**config.mk**
```make
export PLATFORM = sky130hd
export DESIGN_NAME = axi_lite_master
export DESIGN_NICKNAME = d
export VERILOG_FILES = /design/src/rtl/axi_lite_master.sv
export SDC_FILE = /design/constraint.sdc
export NUM_CORES = 1
export LEC_CHECK = 0
export BUFFER_PORTS_ARGS = -buffer_cell sky130_fd_sc_hd__buf_2
export CORE_MARGIN = 1
export CORE_UTILIZATION = 45
export CTS_CLUSTER_DIAMETER = 60
export CTS_CLUSTER_SIZE = 30
export DETAILED_ROUTE_END_ITERATION = 10
export PLACE_DENSITY = 0.9
export SLEW_MARGIN = 0
export SYNTH_ARGS = -nofsm -noshare
export SYNTH_HDL_FRONTEND = slang
export SYNTH_SLANG_ARGS = --single-unit
```
**constraint.sdc**
```tcl
create_clock -name clk -period 4.9 [get_ports clk]
set_input_delay 0.245 -clock clk [delete_from_list [all_inputs] [get_ports clk]]
set_output_delay 0.245 -clock clk [all_outputs]
set_load 0.005 [all_outputs]
```
**src/rtl/axi_lite_master.sv**
```systemverilog
// axi_lite_master
//   Bridges the core's simple AXI-region request port (rd_en / wr_en / addr,
//   stalled by axi_busy) onto an AXI4-Lite master interface. One transaction
//   is in flight at a time; the core is held busy until the slave responds.
//   The result (read data and fault status) is presented for exactly one
//   DONE cycle.
//
//   Optional feature macro: AXI_LITE_TIMEOUT_EN
//     When defined, a response-wait counter aborts a transaction that has
//     not completed within TIMEOUT_CYCLES cycles. The abort reports a fault
//     with zero read data and treats the bus as hung. When undefined, the
//     block waits indefinitely.
//
// Ports
//   clk, rst_n                        clock, asynchronous active-low reset
//   axi_rd_en, axi_wr_en              core read / write request
//   axi_addr [AXI_ADDR_WIDTH]         core byte address (passed unaligned)
//   wr_data [32], wr_strobe [4]       core write data and byte strobes
//   axi_rd_data [32]                  read data, valid in the DONE cycle
//   axi_access_fault                  error response or timeout, DONE cycle
//   axi_busy                          core stall (combinational)
//   m_aw*, m_w*, m_b*, m_ar*, m_r*    AXI4-Lite master channels
//   m_awprot, m_arprot                tied to 3'b000
module axi_lite_master #(
    parameter int AXI_ADDR_WIDTH = 30,
    parameter int TIMEOUT_CYCLES = 256
) (
    input  logic                      clk,
    input  logic                      rst_n,
    input  logic                      axi_rd_en,
    input  logic                      axi_wr_en,
    input  logic [AXI_ADDR_WIDTH-1:0] axi_addr,
    input  logic [31:0]               wr_data,
    input  logic [3:0]                wr_strobe,
    output logic [31:0]               axi_rd_data,
    output logic                      axi_access_fault,
    output logic                      axi_busy,
    output logic [AXI_ADDR_WIDTH-1:0] m_awaddr,
    output logic                      m_awvalid,
    input  logic                      m_awready,
    output logic [2:0]                m_awprot,
    output logic [31:0]               m_wdata,
    output logic [3:0]                m_wstrb,
    output logic                      m_wvalid,
    input  logic                      m_wready,
    input  logic [1:0]                m_bresp,
    input  logic                      m_bvalid,
    output logic                      m_bready,
    output logic [AXI_ADDR_WIDTH-1:0] m_araddr,
    output logic                      m_arvalid,
    input  logic                      m_arready,
    output logic [2:0]                m_arprot,
    input  logic [31:0]               m_rdata,
    input  logic [1:0]                m_rresp,
    input  logic                      m_rvalid,
    output logic                      m_rready
);

    typedef enum logic [2:0] {
        IDLE    = 3'd0,
        WRITE   = 3'd1,
        WR_RESP = 3'd2,
        READ    = 3'd3,
        RD_DATA = 3'd4,
        DONE    = 3'd5
    } state_t;

    state_t state, state_nx;

    // Address/data handshakes are recorded here; the state machine advances
    // on the recorded flags, i.e. the cycle after the last handshake.
    logic aw_done, w_done, ar_done;
    logic tmo_hit;

    assign m_awprot = 3'b000;
    assign m_arprot = 3'b000;

    // Stall in the request cycle itself, and throughout the transaction.
    // Forced low while reset is asserted even if the core is requesting.
    assign axi_busy = rst_n &
                      (((state == IDLE) & (axi_rd_en | axi_wr_en)) |
                       ((state != IDLE) & (state != DONE)));

`ifdef AXI_LITE_TIMEOUT_EN
    logic [31:0] tmo_cnt;

    always_ff @(posedge clk or negedge rst_n) begin
        if (!rst_n) begin
            tmo_cnt <= '0;
        end else if ((state == IDLE) || (state == DONE)) begin
            tmo_cnt <= '0;
        end else begin
            tmo_cnt <= tmo_cnt + 32'd1;
        end
    end

    assign tmo_hit = (state != IDLE) && (state != DONE) &&
                     (tmo_cnt == 32'(TIMEOUT_CYCLES - 1));
`else
    // Constant false: the wait limit only matters when the timeout is built in.
    assign tmo_hit = (TIMEOUT_CYCLES < 0);
`endif

    // State register
    always_ff @(posedge clk or negedge rst_n) begin
        if (!rst_n) begin
            state <= IDLE;
        end else begin
            state <= state_nx;
        end
    end

    // Next-state logic
    always_comb begin
        state_nx = state;
        unique case (state)
            IDLE: begin
                if (axi_wr_en) begin
                    state_nx = WRITE;
                end else if (axi_rd_en) begin
                    state_nx = READ;
                end
            end
            WRITE: begin
                if (aw_done && w_done) begin
                    state_nx = WR_RESP;
                end
            end
            WR_RESP: begin
                if (m_bvalid) begin
                    state_nx = DONE;
                end
            end
            READ: begin
                if (ar_done) begin
                    state_nx = RD_DATA;
                end
            end
            RD_DATA: begin
                if (m_rvalid) begin
                    state_nx = DONE;
                end
            end
            DONE: begin
                state_nx = IDLE;
            end
            default: begin
                state_nx = IDLE;
            end
        endcase
        // A hung bus abandons the transaction; late responses are ignored.
        if (tmo_hit) begin
            state_nx = DONE;
        end
    end

    // Registered channel handshakes and result capture
    always_ff @(posedge clk or negedge rst_n) begin
        if (!rst_n) begin
            m_awvalid        <= 1'b0;
            m_wvalid         <= 1'b0;
            m_bready         <= 1'b0;
            m_arvalid        <= 1'b0;
            m_rready         <= 1'b0;
            aw_done          <= 1'b0;
            w_done           <= 1'b0;
            ar_done          <= 1'b0;
            axi_rd_data      <= 32'd0;
            axi_access_fault <= 1'b0;
        end else begin
            unique case (state)
                IDLE: begin
                    if (axi_wr_en) begin
                        m_awvalid <= 1'b1;
                        m_wvalid  <= 1'b1;
                        aw_done   <= 1'b0;
                        w_done    <= 1'b0;
                    end else if (axi_rd_en) begin
                        m_arvalid <= 1'b1;
                        ar_done   <= 1'b0;
                    end
                end
                WRITE: begin
                    // AW and W complete independently, in either order.
                    if (m_awvalid && m_awready) begin
                        m_awvalid <= 1'b0;
                        aw_done   <= 1'b1;
                    end
                    if (m_wvalid && m_wready) begin
                        m_wvalid <= 1'b0;
                        w_done   <= 1'b1;
                    end
                    if (aw_done && w_done) begin
                        m_bready <= 1'b1;
                    end
                end
                WR_RESP: begin
                    if (m_bvalid) begin
                        m_bready         <= 1'b0;
                        axi_access_fault <= (m_bresp != 2'b00);
                    end
                end
                READ: begin
                    if (m_arvalid && m_arready) begin
                        m_arvalid <= 1'b0;
                        ar_done   <= 1'b1;
                    end
                    if (ar_done) begin
                        m_rready <= 1'b1;
                    end
                end
                RD_DATA: begin
                    if (m_rvalid) begin
                        m_rready         <= 1'b0;
                        axi_rd_data      <= m_rdata;
                        axi_access_fault <= (m_rresp != 2'b00);
                    end
                end
                DONE: begin
                    axi_access_fault <= 1'b0;
                end
                default: begin
                end
            endcase
            if (tmo_hit) begin
                m_awvalid        <= 1'b0;
                m_wvalid         <= 1'b0;
                m_bready         <= 1'b0;
                m_arvalid        <= 1'b0;
                m_rready         <= 1'b0;
                axi_access_fault <= 1'b1;
                axi_rd_data      <= 32'd0;
            end
        end
    end

    // Request payload latch; the core holds it stable while busy anyway,
    // but the bus side must not depend on that.
    always_ff @(posedge clk) begin
        if (state == IDLE) begin
            if (axi_wr_en) begin
                m_awaddr <= axi_addr;
                m_wdata  <= wr_data;
                m_wstrb  <= wr_strobe;
            end else if (axi_rd_en) begin
                m_araddr <= axi_addr;
            end
        end
    end

endmodule
```
==> run summary <==
TritonCTS built the clock tree. For the pin with the worst max-slew slack, the measured transition is 1.00 ns. The beginning of the worst register-to-register path was state[1]$_DFFE_PN0P_.

The die footprint is 11500 um^2. Subtracting the final worst setup slack from the clock period gives 2.46 ns. The type of the worst setup path was reg -> reg. The first TritonRoute pass finished after 7 iterations.

After detailed routing, the total wire length is 15000 um. VDD sags by at most 0.000328 V. The post-synth design cell area was 4970 um^2.

The worst setup path is captured at a register. The cell type contributing the most total cell area after synthesis was sky130_fd_sc_hd__edfxtp_1. For the worst setup path, the data required time is 5.04 ns.

After synthesis, the largest area contributor takes up 58.0% of total cell area. The mean area per synthesized cell was 20.0 um^2; the net total in the final layout was 716. Excluding fillers, the count of instances in the completed layout stands at 758. The first global-routing pass estimated 21700 um of wire. Number of storage elements in the synthesis netlist: 140.

In the post-synthesis netlist, the biggest area contributors are sky130_fd_sc_hd__edfxtp_1 (58%), sky130_fd_sc_hd__dfrtp_1 (22%), sky130_fd_sc_hd__mux2_4 (9.4%). The logs give 406 MHz for the highest achievable clock rate and 2.60 ns for the arrival time reported for the critical path endpoint. The number of cells on the worst reg-to-reg path is 4. In this run the clock root is driven by a sky130_fd_sc_hd__clkbuf_8. After detailed routing, the average wire length per cell comes to 19.8 um. The tools report the remaining antenna violation count as 0. The die is 107 um tall. After layout, the worst path uses 50.3% of the clock period. The path with the worst hold slack has its endpoint at m_wvalid$_DFFE_PN0P_. The total area inside the core boundary comes to 10800 um^2. Entering global routing, the biggest net connects 51 pins.

The floorplan step set the die width to 107 um. The power per cell area is 500 nW/um^2, and the initial antenna violation count is 1. The insertion delay to the later sink of the worst-skew pair is 0.51 ns.

No sink is reached through more buffers than the 2 on the longest clock path. The fraction of layout cells with a size suffix above 1 was 51.5%. Port buffering added 245 buffers.

The logs give 4 for the H-tree depth and 0 for the total congestion overflow after global routing. For the global-route usage over all layers, the log shows 26.5%. Measured against its own limit, the worst slew margin works out to 33.1%. For this block, the via count after detailed routing is 3747. The endpoint identified for the worst register-to-register timing path is m_awaddr[22]$_DFFE_PP_. In this run the register-to-register setup slack is 2.44 ns. The run gives 627 as the number of placed instances, taps included.

The via-per-instance ratio is 4.94, and the initial cell density of the core is 46.1%. The number of clock sinks seen by CTS was 140. After the first detailed-routing iteration, the DRC count stood at 334. The via count of the first global-routing pass was 3957; the top fanout value on the critical path was 50. Gates resized during post-CTS repair numbered 0. The post-synthesis cell type count is 33, and the I/O pin count is 252. Sequential cells were found to cover 80.1% of the synthesized design area. The flow ran to the end, and the final reports show no timing, DRC or antenna violations. The worst hold path was traced through 4 stages. Clock transition at the registers of the reported paths: 0.06 ns. Max-cap violations in this run came to 0. The congestion estimate from routability-driven global placement came to 0.823.

Counting the buffers created by CTS gives 17. In the final timing run, aggregate negative setup slack is 0 ns. The area growth from synthesis to layout is 58.7%. Setup repair after global routing left no endpoint under its margin. For the post-detailed-placement half-perimeter wirelength, the log shows 8420 um.

Critical path startpoint category: a register. In this run the worst hold path is classified as in -> reg. The smallest hold slack is 0.0390 ns.

After technology mapping, the gate count stands at 249. The remaining design rule violation count came out at 0. Yosys printed 0 warnings. For the final database, setup skew stands at 0.0123 ns. The row count is 38. The startpoint identified for the worst hold timing path is m_wready. The tools report the total count of max-transition violations in the final report as 0.

The number of endpoints with negative hold slack in the final report was 0. The tools report the count of buffers added by post-CTS timing repair for setup as 0. The count of final setup violators is 0. For the cell leakage power, the log shows 3.52 nW.
-- final cells by class --
type,instances,area (um^2)
sequential,140,3980
fill,624,2900
timing repair buffer,346,2230
multi-input combinational,98,862
clock buffer,17,414
clock inverter,14,216
tap,140,175
inverter,2,7.51
antenna,1,2.50
-- layout by cell type (no fill, tap or decap), drive strengths merged, types with 3 or more instances in the layout --
cell         synthesis  routed
dlygate4sd3          0      99
bufinv               0       5
mux2                34      34
a31oi                3       3
inv                  2       4
a21oi               11      11
edfxtp              96      96
o21ai                3       3
buf                 13     247
nor2                11      11
conb                 1       6
dfrtp               44      44
clkinv               0       5
nand2               13      13
clkbuf               1      17
-- metal layers --
| metal | part of all wire [%] | wire (um) | GRT usage [%] |
|---|---|---|---|
| met5 | 0 | 0 | 0 |
| met4 | 2.7 | 398 | 11.5 |
| met3 | 8.1 | 1210 | 7.36 |
| met2 | 52 | 7830 | 46.0 |
| met1 | 37 | 5550 | 30.5 |
-- cells in the mapped netlist --
cell type / instances
sky130_fd_sc_hd__o22ai_2: 1
sky130_fd_sc_hd__clkbuf_1: 1
sky130_fd_sc_hd__nor2b_4: 2
sky130_fd_sc_hd__buf_12: 3
sky130_fd_sc_hd__mux2_2: 2
sky130_fd_sc_hd__a21oi_1: 11
sky130_fd_sc_hd__a31o_2: 1
sky130_fd_sc_hd__nand2b_1: 1
sky130_fd_sc_hd__o211ai_1: 1
sky130_fd_sc_hd__o21ai_0: 3
sky130_fd_sc_hd__and3_4: 1
sky130_fd_sc_hd__mux2_1: 1
sky130_fd_sc_hd__nand3_1: 2
sky130_fd_sc_hd__buf_4: 8
sky130_fd_sc_hd__a21o_1: 1
sky130_fd_sc_hd__nor3_1: 1
sky130_fd_sc_hd__nor4_1: 1
sky130_fd_sc_hd__nand2_1: 12
sky130_fd_sc_hd__and4_1: 1
sky130_fd_sc_hd__mux2_4: 31
sky130_fd_sc_hd__nor2_1: 10
sky130_fd_sc_hd__conb_1: 1
sky130_fd_sc_hd__a31oi_1: 3
sky130_fd_sc_hd__nand2_2: 1
sky130_fd_sc_hd__dfrtp_1: 44
sky130_fd_sc_hd__buf_6: 2
sky130_fd_sc_hd__edfxtp_1: 96
sky130_fd_sc_hd__o21a_1: 1
sky130_fd_sc_hd__a22oi_2: 1
sky130_fd_sc_hd__o2111ai_1: 1
sky130_fd_sc_hd__a41oi_1: 1
sky130_fd_sc_hd__inv_1: 2
sky130_fd_sc_hd__nor2_2: 1
-- cell families (layout without fill, tap and decap cells) --
kind of cell,count (synthesis),after routing,synth area share [%]
AO/OA/AOI/OAI,25,25,3.27
buffers and inverters,16,379,3.09
flip-flops,140,140,80.1
multiplexers,34,34,10.0
other,1,7,0.0754
AND/OR/NAND/NOR,33,33,3.42
-- flip-flops by register name, summed over array words and instances, names as in the netlist, 3 cells and up --
name and cells:
axi_rd_data 32, m_araddr 30, m_awaddr 30, m_wdata 32
m_wstrb 4, state 3
-- power by group --
group	internal (W)	total (W)	switching (W)
Sequential	0.00156	0.00175	0.000189
Combinational	0.000469	0.000830	0.000361
Clock	0.000877	0.00137	0.000492
Total	0.00291	0.00395	0.00104
-- timing repair --
| item | in CTS | in global routing |
|---|---|---|
| endpoints found under the setup margin | 0 | 0 |
| hold buffers | 99 | 0 |
| endpoints found under the hold margin | 172 | 0 |
-- worst max-delay path, cell delays in order (launching register included) --
cell                      delay, ns
sky130_fd_sc_hd__dfrtp_1       0.52
sky130_fd_sc_hd__nor2_2        0.34
sky130_fd_sc_hd__nand2_1       0.19
sky130_fd_sc_hd__nor2_4        0.40
sky130_fd_sc_hd__buf_4         0.62
-- worst max path at each step --
stage	cells after the start	slack (ns)	end	from
finish	4	2.44	m_awaddr[22]$_DFFE_PP_	state[1]$_DFFE_PN0P_
detailed placement	4	2.49	m_awaddr[14]$_DFFE_PP_	state[1]$_DFFE_PN0P_
global route	4	2.27	m_awaddr[10]$_DFFE_PP_	state[1]$_DFFE_PN0P_
global placement	4	2.60	m_awaddr[10]$_DFFE_PP_	state[1]$_DFFE_PN0P_
CTS	4	2.49	m_awaddr[9]$_DFFE_PP_	state[1]$_DFFE_PN0P_
floorplan	4	0.77	m_awaddr[0]$_DFFE_PP_	state[1]$_DFFE_PN0P_
-- through the flow --
| stage | cell area (um^2) | setup slack, ns | total power (W) | utilization, % |
|---|---|---|---|---|
| final | 7890 | 2.44 | 0.00395 | 73.1 |
| after global routing | 7890 | 2.27 | 0.00410 | 73.1 |
| after CTS | 7890 | 2.49 | 0.00392 | 73.1 |
| after detailed placement | 6270 | 2.49 | 0.00250 | 58.1 |
| after global placement | 6270 | 2.60 | 0.00245 | 58.1 |
| after floorplan | 4990 | 0.772 | 0.00215 | - |
Note: power is estimated with default switching activity, not from simulation.
